--- config.mk ---
export PLATFORM = sky130hd
export DESIGN_NAME = store_outstanding_tracker
export DESIGN_NICKNAME = d
export VERILOG_FILES = /design/src/rtl/store_outstanding_tracker_pkg.sv /design/src/rtl/store_outstanding_tracker_nonidem_region_match.sv /design/src/rtl/store_outstanding_tracker.sv
export SDC_FILE = /design/constraint.sdc
export NUM_CORES = 1
export LEC_CHECK = 0
export BUFFER_PORTS_ARGS = -buffer_cell sky130_fd_sc_hd__clkbuf_2
export CORE_ASPECT_RATIO = 1.75
export CORE_MARGIN = 4
export CORE_UTILIZATION = 27
export DETAILED_ROUTE_END_ITERATION = 10
export GPL_ROUTABILITY_DRIVEN = 0
export GPL_TIMING_DRIVEN = 0
export PLACE_DENSITY_LB_ADDON = 0.25
export SLEW_MARGIN = 20
export SYNTH_ARGS = -nofsm -noshare
export SYNTH_HDL_FRONTEND = slang
export SYNTH_SLANG_ARGS = --single-unit
--- constraint.sdc ---
create_clock -name clk_i -period 2.2 [get_ports clk_i]
set_input_delay 0.11 -clock clk_i [delete_from_list [all_inputs] [get_ports clk_i]]
set_output_delay 0.11 -clock clk_i [all_outputs]
set_load 0.005 [all_outputs]
--- src/rtl/store_outstanding_tracker_pkg.sv ---
// Shared configuration, tracker state encoding and the non-idempotent region lookup
// used by the store tracker and the PMA checker.
package store_outstanding_tracker_pkg;

    localparam int unsigned MaxRules  = 4;
    localparam int unsigned RuleIdxW  = 2;

    typedef struct packed {
        int unsigned               MaxOutstandingStores;
        int unsigned               NrNonIdempotentRules;
        logic [MaxRules-1:0][63:0] NonIdempotentAddrBase;
        logic [MaxRules-1:0][63:0] NonIdempotentLength;
    } cva6_cfg_t;

    localparam cva6_cfg_t DefaultCfg = '{
        MaxOutstandingStores:  7,
        NrNonIdempotentRules:  1,
        NonIdempotentAddrBase: {64'h0, 64'h0, 64'h0, 64'h0000_0000_1000_0000},
        NonIdempotentLength:   {64'h0, 64'h0, 64'h0, 64'h0000_0000_0000_1000}
    };

    typedef enum logic [1:0] {
        IDLE  = 2'd0,
        DRAIN = 2'd1,
        DONE  = 2'd2
    } tracker_state_e;

    // Offset compare (addr - base < length) avoids overflow of base + length near the top of memory.
    function automatic logic is_inside_nonidempotent_regions(input cva6_cfg_t cfg,
                                                             input logic [63:0] addr);
        logic hit;
        hit = 1'b0;
        for (int unsigned i = 0; i < MaxRules; i++) begin
            if ((i < cfg.NrNonIdempotentRules) &&
                (cfg.NonIdempotentLength[i[RuleIdxW-1:0]] != 64'd0) &&
                (addr >= cfg.NonIdempotentAddrBase[i[RuleIdxW-1:0]]) &&
                ((addr - cfg.NonIdempotentAddrBase[i[RuleIdxW-1:0]]) <
                 cfg.NonIdempotentLength[i[RuleIdxW-1:0]])) begin
                hit = 1'b1;
            end
        end
        return hit;
    endfunction

endpackage

--- src/rtl/store_outstanding_tracker_nonidem_region_match.sv ---
// Combinational non-idempotent region lookup for one address path.
module nonidem_region_match
    import store_outstanding_tracker_pkg::*;
#(
    parameter cva6_cfg_t CVA6Cfg = DefaultCfg
) (
    input  logic [63:0] addr,
    output logic        match
);

    assign match = is_inside_nonidempotent_regions(CVA6Cfg, addr);

endmodule

--- src/rtl/store_outstanding_tracker.sv ---
// Tracks issued-but-unacknowledged stores, gates loads/stores to non-idempotent
// regions behind in-flight stores, and sequences fence drains.
module store_outstanding_tracker
    import store_outstanding_tracker_pkg::*;
#(
    parameter cva6_cfg_t   CVA6Cfg  = DefaultCfg,
    parameter int unsigned CntWidth = $clog2(CVA6Cfg.MaxOutstandingStores + 1)
) (
    input  logic                clk_i,
    input  logic                rst_ni,
    input  logic                st_req_i,
    input  logic [63:0]         st_addr_i,
    output logic                st_gnt_o,
    input  logic                st_ack_i,
    input  logic                ld_req_i,
    input  logic [63:0]         ld_addr_i,
    output logic                ld_gnt_o,
    input  logic                fence_i,
    output logic                fence_done_o,
    output logic [CntWidth-1:0] outstanding_o,
    output logic                empty_o,
    output logic                err_o
);

    localparam logic [CntWidth-1:0] MaxCnt = CntWidth'(CVA6Cfg.MaxOutstandingStores);

    tracker_state_e      state_q, state_d;
    logic [CntWidth-1:0] cnt_q, cnt_d;
    logic                err_q, err_d;
    logic                st_nonidem, ld_nonidem;
    logic                cnt_zero, grant_en, st_issue;

    nonidem_region_match #(.CVA6Cfg(CVA6Cfg)) u_st_match (
        .addr  (st_addr_i),
        .match (st_nonidem)
    );

    nonidem_region_match #(.CVA6Cfg(CVA6Cfg)) u_ld_match (
        .addr  (ld_addr_i),
        .match (ld_nonidem)
    );

    assign cnt_zero = (cnt_q == '0);
    assign st_gnt_o = grant_en && (cnt_q < MaxCnt) && (!st_nonidem || cnt_zero);
    assign ld_gnt_o = grant_en && (!ld_nonidem || cnt_zero);
    assign st_issue = st_req_i && st_gnt_o;

    // An ack with nothing outstanding is a protocol error; the count is left at zero.
    always_comb begin
        cnt_d = cnt_q;
        err_d = err_q;
        if (st_issue && !st_ack_i) begin
            cnt_d = cnt_q + 1'b1;
        end else if (!st_issue && st_ack_i) begin
            if (cnt_zero) begin
                err_d = 1'b1;
            end else begin
                cnt_d = cnt_q - 1'b1;
            end
        end
    end

    always_comb begin
        state_d      = state_q;
        grant_en     = 1'b0;
        fence_done_o = 1'b0;
        case (state_q)
            IDLE: begin
                grant_en = 1'b1;
                if (fence_i) begin
                    state_d = DRAIN;
                end
            end
            DRAIN: begin
                if (cnt_zero) begin
                    state_d = DONE;
                end
            end
            DONE: begin
                fence_done_o = 1'b1;
                state_d      = IDLE;
            end
            default: state_d = IDLE;
        endcase
    end

    always_ff @(posedge clk_i or negedge rst_ni) begin
        if (!rst_ni) begin
            state_q <= IDLE;
            cnt_q   <= '0;
            err_q   <= 1'b0;
        end else begin
            state_q <= state_d;
            cnt_q   <= cnt_d;
            err_q   <= err_d;
        end
    end

    assign outstanding_o = cnt_q;
    assign empty_o       = cnt_zero;
    assign err_o         = err_q;

    // A load by itself never moves the store count.
    ld_keeps_count: assert property (@(posedge clk_i) disable iff (!rst_ni)
        (ld_req_i && !st_issue && !st_ack_i) |=> (cnt_q == $past(cnt_q)));

endmodule

==> flow_summary_export.csv, run 1 <==
group,metric,value,unit
critical_path,r2r_slack,-0.56,ns
floorplan,start_util,0.284,
global_route,grt_usage,0.170,
global_route,grt_pass1_wl,6.21,mm
clock_network,root_buffer,"clkbuf_8",
sta,period_needed,2.89,ns
synthesis,synth_edf_count,0,
synthesis,synth_xor_area_frac,0.0359,
global_route,grt_pass1_vias,1561,
critical_path,critPathBufInv,3,
clock_network,cts_tree,"yes",
sta,slew_viol_final,0,
route,drc,0,
sta,whs,0.159,ns
synthesis,synth_warnings,0,
place,port_buffers,116,
synthesis,synth_simple_gate_area_frac,0.499,
place,post-place-cells,291,
min_path,worstHoldPathCells,3,
critical_path,reg2reg_to,"outstanding_o[2]$_DFFE_PN0P_",
synthesis,ys.flop_type,"dfrtp_1",
critical_path,cp.required,2.30,ns
synthesis,synth_compound_area_frac,0.209,
min_path,min_from,"fence_i",
cells_and_area,fin_area,0.00179,mm²
synthesis,synth_area,975,µm²
sta,max_freq,346,MHz
sta,worst_slew_margin_rel,0.702,
outcome,violations,"setup timing",
synthesis,synth_top_family_by_area,"simple AND/OR/NAND/NOR gates",
clock_network,clkTransAtPathRegs,0.04,ns
floorplan,die_area,0.00467,mm²
floorplan,io_pins,142,
place,place_area,0.00162,mm²
cells_and_area,fillCellCount,360,
outcome,status,"finished, violations left",
synthesis,synth_seq_area_share,0.154,
synthesis,synth_seq_cells,6,
power_and_ir_drop,leakagePower,0.838,nW
route,firstDrtPassIters,4,
critical_path,worst_ep_arrival_time,2.98,ns
synthesis,avgSynthCellArea,7.50,µm²
critical_path,reg2reg_depth,13,
global_route,antenna_found_initial,0,
clock_network,numCtsBuffers,3,
synthesis,synthArstFlopShare,1.00,
cells_and_area,syn2layout_area_growth,83.4,%
synthesis,synth.top_cell.area_share,0.154,
route,viasPerCell,5.19,
sta,rsz0062_at_grt,"yes",
min_path,hold_path_class,"in2reg",
min_path,hold_end,"state_q[0]$_DFFE_PN0P_",
power_and_ir_drop,p_per_area,503,mW/mm²
critical_path,crit_path_frequent_cell,"nor2_1",
critical_path,cp_slowest_cell,"or4_4",
synthesis,syn_nets,267,
power_and_ir_drop,ir_worst_vdd,0.389,mV
floorplan,rows,28,
floorplan,chipWidth,53.4,µm
cells_and_area,antennaDiodeCount,0,
sta,final-hold-violation-count,0,
synthesis,post-synth-top-area-cell,"dfrtp_1",
sta,fin_ws,-0.687,ns
route,routed_wl,4.04,mm
global_route,grt_max_degree,8,
sta,skew,0.00184,ns
critical_path,critPathMaxFanout,3,
place,place_hpwl,3.47,mm
floorplan,coreArea,0.00343,mm²
route,ant_nets,0,
cells_and_area,drive_above_1_share,0.547,
critical_path,crit_type,"in2reg",
synthesis,netlist_top_cells_count,"nor4_1, nor2_1, nand2_1, nor3_1",
critical_path,cpLargestDelayFamily,"simple AND/OR/NAND/NOR gates",
critical_path,critPathMaxStageDelay,0.53,ns
synthesis,synth.area.top_cells,"dfrtp_1, nor4_1, nor2_1",
synthesis,yosysMostFrequentCell,"nor4_1",
floorplan,die_y,87.5,µm
synthesis,synth_cell_types,40,
critical_path,cp_cell_sequence,"buf_8, or4_4, or3b_4, buf_6, or3_1, o32a_1, a2111oi_4, nor2_1, ha_2, inv_2, fa_2, nor3_2, a21oi_1, nor2_1, xor2_1",
cells_and_area,register_area,150,µm²
route,drt_iter0_drc,15,
clock_network,worstSkewPairLatency,0.22,ns
critical_path,rr_startpoint,"outstanding_o[0]$_DFFE_PN0P_",
sta,worst_slew_pin_slew,0.443,ns
cells_and_area,multi_input_area,855,µm²
clock_network,htreeDepth,1,
critical_path,critical_path.endpoint_type,"register",
synthesis,yosys.area_share.adder,0.0462,
cells_and_area,stdcell_count,301,
synthesis,synth_mux_area_frac,0.0321,
sta,min_period_over_period,1.31,
route,vias,1561,
global_route,gr-total-overflow,0,
clock_network,clockBufferDepth,2,
flow_run,maxCapViolCount,0,
critical_path,start_kind,"input port",
cells_and_area,num-nets-final,395,
route,wl_per_cell,13.4,µm
clock_network,cts_sinks,6,
critical_path,cp.depth,15,
synthesis,synthesis.instances,130,
place,place_ws,-1.01,ns
sta,setup_viol,5,
cell usage in the layout, fill, tap and decap left out, drive strengths merged, types with 3 or more instances in the layout:
| cell type | Yosys | final |
|---|---|---|
| nand3 | 5 | 5 |
| inv | 6 | 6 |
| or3 | 6 | 6 |
| o21ai | 3 | 3 |
| buf | 0 | 8 |
| nand2 | 7 | 7 |
| nor3b | 3 | 3 |
| nand4 | 6 | 6 |
| clkbuf | 0 | 117 |
| a211oi | 4 | 4 |
| nor2 | 15 | 15 |
| nor4b | 4 | 4 |
| nor4 | 21 | 21 |
| dfrtp | 6 | 6 |
| a21oi | 3 | 3 |
| o41ai | 3 | 3 |
| nor3 | 7 | 7 |
state kept, by name, summed over array words and instances (netlist names):
register,count
err_o,1
state_q,2
outstanding_o,3
worst max-delay path by stage:
stage | start | endpoint
after global placement | st_addr_i[47] | outstanding_o[2]$_DFFE_PN0P_
after detailed placement | st_addr_i[47] | outstanding_o[2]$_DFFE_PN0P_
after floorplan | st_addr_i[47] | outstanding_o[2]$_DFFE_PN0P_
after CTS | st_addr_i[47] | outstanding_o[2]$_DFFE_PN0P_
after global routing | st_addr_i[47] | outstanding_o[2]$_DFFE_PN0P_
final | st_addr_i[47] | outstanding_o[2]$_DFFE_PN0P_
worst min-delay path, delay by kind of cell:
kind	cells	cell delay [ns]
buf+inv	1	0.08
simple gates	1	0.08
compound gates	1	0.05
area by class of cell:
| class | instances | area share |
|---|---|---|
| Inverter | 6 | 0.0126 |
| Clock buffer | 3 | 0.0231 |
| Timing Repair Buffer | 123 | 0.371 |
| Tap cell | 45 | 0.0315 |
| Multi-Input combinational cell | 118 | 0.478 |
| Sequential cell | 6 | 0.0840 |
cells by family after synthesis:
kind of cell / after synthesis
AND/OR/NAND/NOR: 84
AO/OA/AOI/OAI: 24
buffers and inverters: 6
flip-flops: 6
XOR/XNOR: 4
multiplexers: 3
adder cells (fa/ha/maj): 3
power by group:
| group | internal [mW] | total, mW | switching [mW] |
|---|---|---|---|
| sequential | 0.160 | 0.234 | 0.0739 |
| combinational | 0.271 | 0.505 | 0.234 |
| clock | 0.117 | 0.160 | 0.0432 |
what timing repair did:
item,4_1_cts,5_1_grt
gates resized for setup,7,8
setup endpoints to repair,5,6
hold endpoints to repair,6,0
hold buffers,1,0
pin swaps,10,4
buffers inserted,4,2
stage by stage:
| stage | power, mW | util | setup TNS, ns |
|---|---|---|---|
| after detailed placement | 0.672 | 0.471 | -3.57 |
| after floorplan | 0.435 | - | -2.06 |
| after global routing | 0.984 | 0.521 | -3.29 |
| after global placement | 0.665 | 0.471 | -3.58 |
| after CTS | 0.864 | 0.508 | -2.78 |
| final | 0.899 | 0.521 | -2.67 |
metal layers:
metal | GRT usage | part of all wire | wire length [µm]
met4 | 0.0279 | 0.0047 | 19
met5 | 0 | 0 | 0
met3 | 0.0172 | 0.093 | 376
met2 | 0.364 | 0.58 | 2340
met1 | 0.159 | 0.32 | 1290
Note: power is estimated with default switching activity, not from simulation.
==> run 2: changes to the inputs <==
--- a/config.mk
+++ b/config.mk
@@ -8,7 +8,7 @@
 export BUFFER_PORTS_ARGS = -buffer_cell sky130_fd_sc_hd__clkbuf_2
 export CORE_ASPECT_RATIO = 1.75
 export CORE_MARGIN = 4
-export CORE_UTILIZATION = 27
+export CORE_UTILIZATION = 32
 export DETAILED_ROUTE_END_ITERATION = 10
 export GPL_ROUTABILITY_DRIVEN = 0
 export GPL_TIMING_DRIVEN = 0
==> constraint.sdc (replaced) <==
create_clock -name clk_i -period 3.5 [get_ports clk_i]
set_input_delay 0.175 -clock clk_i [delete_from_list [all_inputs] [get_ports clk_i]]
set_output_delay 0.175 -clock clk_i [all_outputs]
set_load 0.005 [all_outputs]
==> flow_summary_export.csv, run 2 (same netlist as run 1, synthesis figures left out) <==
group,metric,value,unit
critical_path,start_kind,"input port",
floorplan,coreArea,0.00293,mm²
clock_network,ctsResizeCount,0,
route,firstDrtPassIters,4,
power_and_ir_drop,leakagePower,0.783,nW
route,wl_per_cell,13.8,µm
global_route,grt_pass1_wl,5.97,mm
clock_network,htreeDepth,1,
power_and_ir_drop,swShare,0.382,
flow_run,maxCapViolCount,0,
cells_and_area,layout_commonest_cell,"clkbuf_2",
sta,fin_setup_tns,0,ns
cells_and_area,num-nets-final,389,
critical_path,cp.required,3.65,ns
global_route,gr-total-overflow,0,
power_and_ir_drop,comb_power_share,0.524,
cells_and_area,antennaDiodeCount,0,
place,port_buffers,116,
power_and_ir_drop,internal_power,0.319,mW
global_route,grt_pass1_vias,1548,
power_and_ir_drop,p_per_area,315,mW/mm²
critical_path,critPathMaxFanout,5,
clock_network,numCtsBuffers,3,
floorplan,chipWidth,49.7,µm
global_route,grt_usage,0.188,
sta,worst_slew_margin_rel,0.664,
global_route,grt_max_degree,8,
outcome,status,"finished, final reports clean",
route,viasPerCell,5.56,
cells_and_area,fillCellCount,317,
place,place_hpwl,3.52,mm
floorplan,start_util,0.333,
cells_and_area,largest_reg_flops,3,
clock_network,cts_tree,"yes",
route,drc,0,
floorplan,die_area,0.00403,mm²
power_and_ir_drop,ir_worst_vdd,0.284,mV
cells_and_area,syn2layout_area_growth,68.4,%
critical_path,worst_ep_arrival_time,3.27,ns
sta,worst_slew_pin_slew,0.499,ns
global_route,antenna_found_initial,0,
cells_and_area,drive_above_1_share,0.504,
sta,period_needed,3.12,ns
min_path,hold_path_class,"in2reg",
sta,whs,0.201,ns
sta,min_period_over_period,0.892,
sta,rsz0062_at_grt,"no",
power_and_ir_drop,power_frac_clock,0.202,
power_and_ir_drop,power_frac_seq,0.274,
power_and_ir_drop,netSwitchingPower,0.198,mW
sta,slew_viol_final,0,
critical_path,critical_path.endpoint_type,"register",
floorplan,rows,26,
sta,max_freq,320,MHz
clock_network,clockBufferDepth,2,
clock_network,clkTransAtPathRegs,0.04,ns
floorplan,die_y,81.0,µm
sta,setup_viol,0,
clock_network,worstSkewPairLatency,0.23,ns
route,routed_wl,3.84,mm
route,drt_iter0_drc,17,
clock_network,cts_sinks,6,
sta,skew,0.00238,ns
cells_and_area,final_cell_mix,"clkbuf_2, nor4_1, nor2_1, nand2_1, nor3_1",
route,vias,1545,
critical_path,r2r_slack,0.84,ns
critical_path,crit_type,"in2reg",
floorplan,io_pins,142,
clock_network,root_buffer,"clkbuf_8",
sta,final-hold-violation-count,0,
route,ant_nets,0,
run 2: final cells by class:
type | count | area (µm²) | area share
Tap cell | 28 | 35.0 | 0.0213
Clock buffer | 3 | 41.3 | 0.0252
Multi-Input combinational cell | 118 | 802 | 0.489
Inverter | 6 | 22.5 | 0.0137
Sequential cell | 6 | 150 | 0.0915
Timing Repair Buffer | 117 | 591 | 0.360
run 2: worst max-delay path: stages:
cell       delay [ns]
clkbuf_2         0.12
or4_4            0.55
or3b_4           0.44
o311a_2          0.34
o211ai_1         0.31
a2111oi_4        0.07
nor2_1           0.11
ha_1             0.22
inv_1            0.07
fa_1             0.38
nor3_1           0.18
a21oi_1          0.06
nor2_1           0.12
xor2_1           0.15
run 2: power by group through the flow:
stage                     sequential [mW]  combinational, mW  clock [mW]
after detailed placement            0.144              0.273           0
after CTS                           0.143              0.277       0.107
after global placement              0.142              0.270           0
after floorplan                     0.135              0.135           0
after global routing                0.151              0.303       0.110
final                               0.142              0.271       0.104
run 2: path summary, 6_finish.rpt:
check / startpoint / cells after the start / endpoint
worst max-delay path: st_addr_i[47] / 14 / outstanding_o[2]$_DFFE_PN0P_
worst min-delay path: fence_i / 3 / state_q[0]$_DFFE_PN0P_
worst max register to register: outstanding_o[1]$_DFFE_PN0P_ / 13 / outstanding_o[2]$_DFFE_PN0P_
worst min register to register: err_o$_DFFE_PN0P_ / 1 / err_o$_DFFE_PN0P_
max in group asynchronous: rst_ni / 2 / state_q[1]$_DFFE_PN0P_
min in group asynchronous: rst_ni / 2 / err_o$_DFFE_PN0P_
run 2: metal layers:
metal / track usage / routed length [µm] / vias up
met5: 0 / 0 / -
met4: 0.0499 / 26 / 0
met3: 0.0440 / 442 / 4
met2: 0.407 / 2110 / 99
met1: 0.162 / 1260 / 659
li1: - / - / 783
run 2: per-stage QoR:
stage | setup slack, ns | instance area [µm²] | std cells | util | power (mW)
after floorplan | 0.504 | 975 | 130 | - | 0.270
after global placement | 0.166 | 1590 | 274 | 0.543 | 0.412
after detailed placement | 0.133 | 1590 | 274 | 0.543 | 0.417
after CTS | 0.363 | 1640 | 278 | 0.561 | 0.526
after global routing | 0.0739 | 1640 | 278 | 0.561 | 0.565
final | 0.379 | 1640 | 278 | 0.561 | 0.517
run 2: repair_timing:
item / 4_1_cts / 5_1_grt
hold buffers: 1 / 0
endpoints found under the hold margin: 6 / 0
buffers inserted: 0 / 0
==> run 3: changes to the inputs <==
--- a/config.mk
+++ b/config.mk
@@ -8,11 +8,12 @@
 export BUFFER_PORTS_ARGS = -buffer_cell sky130_fd_sc_hd__clkbuf_2
 export CORE_ASPECT_RATIO = 1.75
 export CORE_MARGIN = 4
-export CORE_UTILIZATION = 32
+export CORE_UTILIZATION = 30
 export DETAILED_ROUTE_END_ITERATION = 10
 export GPL_ROUTABILITY_DRIVEN = 0
 export GPL_TIMING_DRIVEN = 0
 export PLACE_DENSITY_LB_ADDON = 0.25
+export REMOVE_ABC_BUFFERS = 1
 export SLEW_MARGIN = 20
 export SYNTH_ARGS = -nofsm -noshare
 export SYNTH_HDL_FRONTEND = slang
==> flow_summary_export.csv, run 3 (same netlist as run 1, synthesis figures left out) <==
group,metric,value,unit
power_and_ir_drop,leakagePower,0.783,nW
cells_and_area,final_cell_mix,"clkbuf_2, nor4_1, nor2_1, nand2_1, nor3_1",
global_route,grt_usage,0.196,
cells_and_area,drive_above_1_share,0.504,
clock_network,clkTransAtPathRegs,0.04,ns
sta,skew,0.00238,ns
route,drc,0,
critical_path,cp.required,3.65,ns
clock_network,root_buffer,"clkbuf_8",
sta,final-hold-violation-count,0,
flow_run,maxCapViolCount,0,
clock_network,ctsResizeCount,0,
critical_path,reg2reg_to,"outstanding_o[2]$_DFFE_PN0P_",
floorplan,chipWidth,51.1,µm
place,place_hpwl,3.56,mm
outcome,status,"finished, final reports clean",
critical_path,start_kind,"input port",
clock_network,worstSkewPairLatency,0.23,ns
cells_and_area,final_core_util,0.528,
critical_path,critical_path.endpoint_type,"register",
floorplan,io_pins,142,
cells_and_area,largest_reg_flops,3,
sta,slew_viol_final,0,
route,wl_per_cell,13.2,µm
critical_path,rr_startpoint,"outstanding_o[1]$_DFFE_PN0P_",
critical_path,worst_ep_arrival_time,3.25,ns
global_route,antenna_found_initial,0,
clock_network,clockBufferDepth,2,
route,viasPerCell,5.31,
sta,setup_viol,0,
sta,rsz0062_at_grt,"no",
critical_path,crit_type,"in2reg",
clock_network,cts_tree,"yes",
route,drt_iter0_drc,6,
route,firstDrtPassIters,4,
route,route.met2.wl,2.13,mm
critical_path,reg2reg_depth,13,
cells_and_area,syn2layout_area_growth,70.3,%
power_and_ir_drop,p_per_area,314,mW/mm²
place,port_buffers,116,
cells_and_area,stdcell_count,293,
floorplan,rows,27,
clock_network,cts_sinks,6,
sta,worst_slew_pin_slew,0.496,ns
floorplan,die_area,0.00426,mm²
min_path,worstHoldPathCells,3,
clock_network,cts_setup_buffers,0,
power_and_ir_drop,ir_worst_vdd,0.256,mV
global_route,grt_pass1_wl,6.64,mm
route,wl_met1,1.25,mm
min_path,hold_end,"state_q[0]$_DFFE_PN0P_",
cells_and_area,layout_commonest_cell,"clkbuf_2",
critical_path,r2r_slack,0.81,ns
clock_network,numCtsBuffers,3,
route,top_layer_used,"met4",
cells_and_area,num-nets-final,389,
sta,fin_setup_tns,0,ns
floorplan,start_util,0.310,
min_path,min_from,"fence_i",
sta,worst_slew_margin_rel,0.666,
floorplan,die_y,83.4,µm
route,vias,1557,
global_route,grt_pass1_vias,1658,
route,routed_wl,3.86,mm
place,post-place-cells,289,
power_and_ir_drop,power.total,0.521,mW
route,ant_nets,0,
global_route,grt_max_degree,8,
clock_network,cts_hold_buf,1,
sta,min_period_over_period,0.886,
clock_network,htreeDepth,1,
floorplan,coreArea,0.00314,mm²
critical_path,critPathMaxFanout,5,
min_path,hold_path_class,"in2reg",
route,met3_wirelength,440,µm
sta,period_needed,3.10,ns
cells_and_area,antennaDiodeCount,0,
sta,max_freq,323,MHz
global_route,gr-total-overflow,0,
[run 3: cell counts in the layout (fill, tap and decap cells not counted)]
Identical to the previous run, type by type.
[run 3: worst max-delay path, stage by stage]
cell and delay (ns):
clkbuf_2 0.11, or4_4 0.55, or3b_4 0.44, o311a_2 0.34
o211ai_1 0.28, a2111oi_4 0.07, nor2_1 0.12, ha_1 0.21
inv_1 0.07, fa_1 0.37, nor3_1 0.18, a21oi_1 0.06
nor2_1 0.13, xor2_1 0.15
[run 3: layer usage]
metal  track usage  up-vias
met5             0        -
met4        0.0588        0
met1         0.190      685
met2         0.382       94
li1              -      774
met3        0.0449        4
[run 3: final cells by class]
class / count / area [µm²]
repair buffers: 117 / 591
multi-input cells: 118 / 802
well taps: 43 / 53.8
fillers: 346 / 1480
flip-flops and latches: 6 / 150
inverters: 6 / 22.5
clock buffers: 3 / 41.3
[run 3: worst max-delay path by stage]
| stage | startpoint | endpoint | slack (ns) |
|---|---|---|---|
| 3_3_place_gp | st_addr_i[47] | outstanding_o[2]$_DFFE_PN0P_ | 0.16 |
| 5_1_grt | st_addr_i[47] | outstanding_o[2]$_DFFE_PN0P_ | 0.15 |
| 6_report | st_addr_i[47] | outstanding_o[2]$_DFFE_PN0P_ | 0.40 |
| 4_1_cts | st_addr_i[47] | outstanding_o[2]$_DFFE_PN0P_ | 0.37 |
| 2_1_floorplan | st_addr_i[47] | outstanding_o[2]$_DFFE_PN0P_ | 0.50 |
| 3_5_place_dp | st_addr_i[47] | outstanding_o[2]$_DFFE_PN0P_ | 0.14 |
[run 3: through the flow]
stage          hold WS (ns)  worst slack [ns]  cell area (µm²)
2_1_floorplan        -0.121             0.504              975
3_3_place_gp        0.00511             0.156             1610
3_5_place_dp        0.00470             0.145             1610
4_1_cts               0.201             0.371             1660
5_1_grt               0.226             0.145             1660
6_report              0.201             0.400             1660
[run 3: power by group]
| group | internal, mW | switching [mW] | leakage, nW |
|---|---|---|---|
| sequential | 0.101 | 0.0405 | 0.0691 |
| combinational | 0.145 | 0.129 | 0.693 |
| clock | 0.0740 | 0.0311 | 0.0216 |
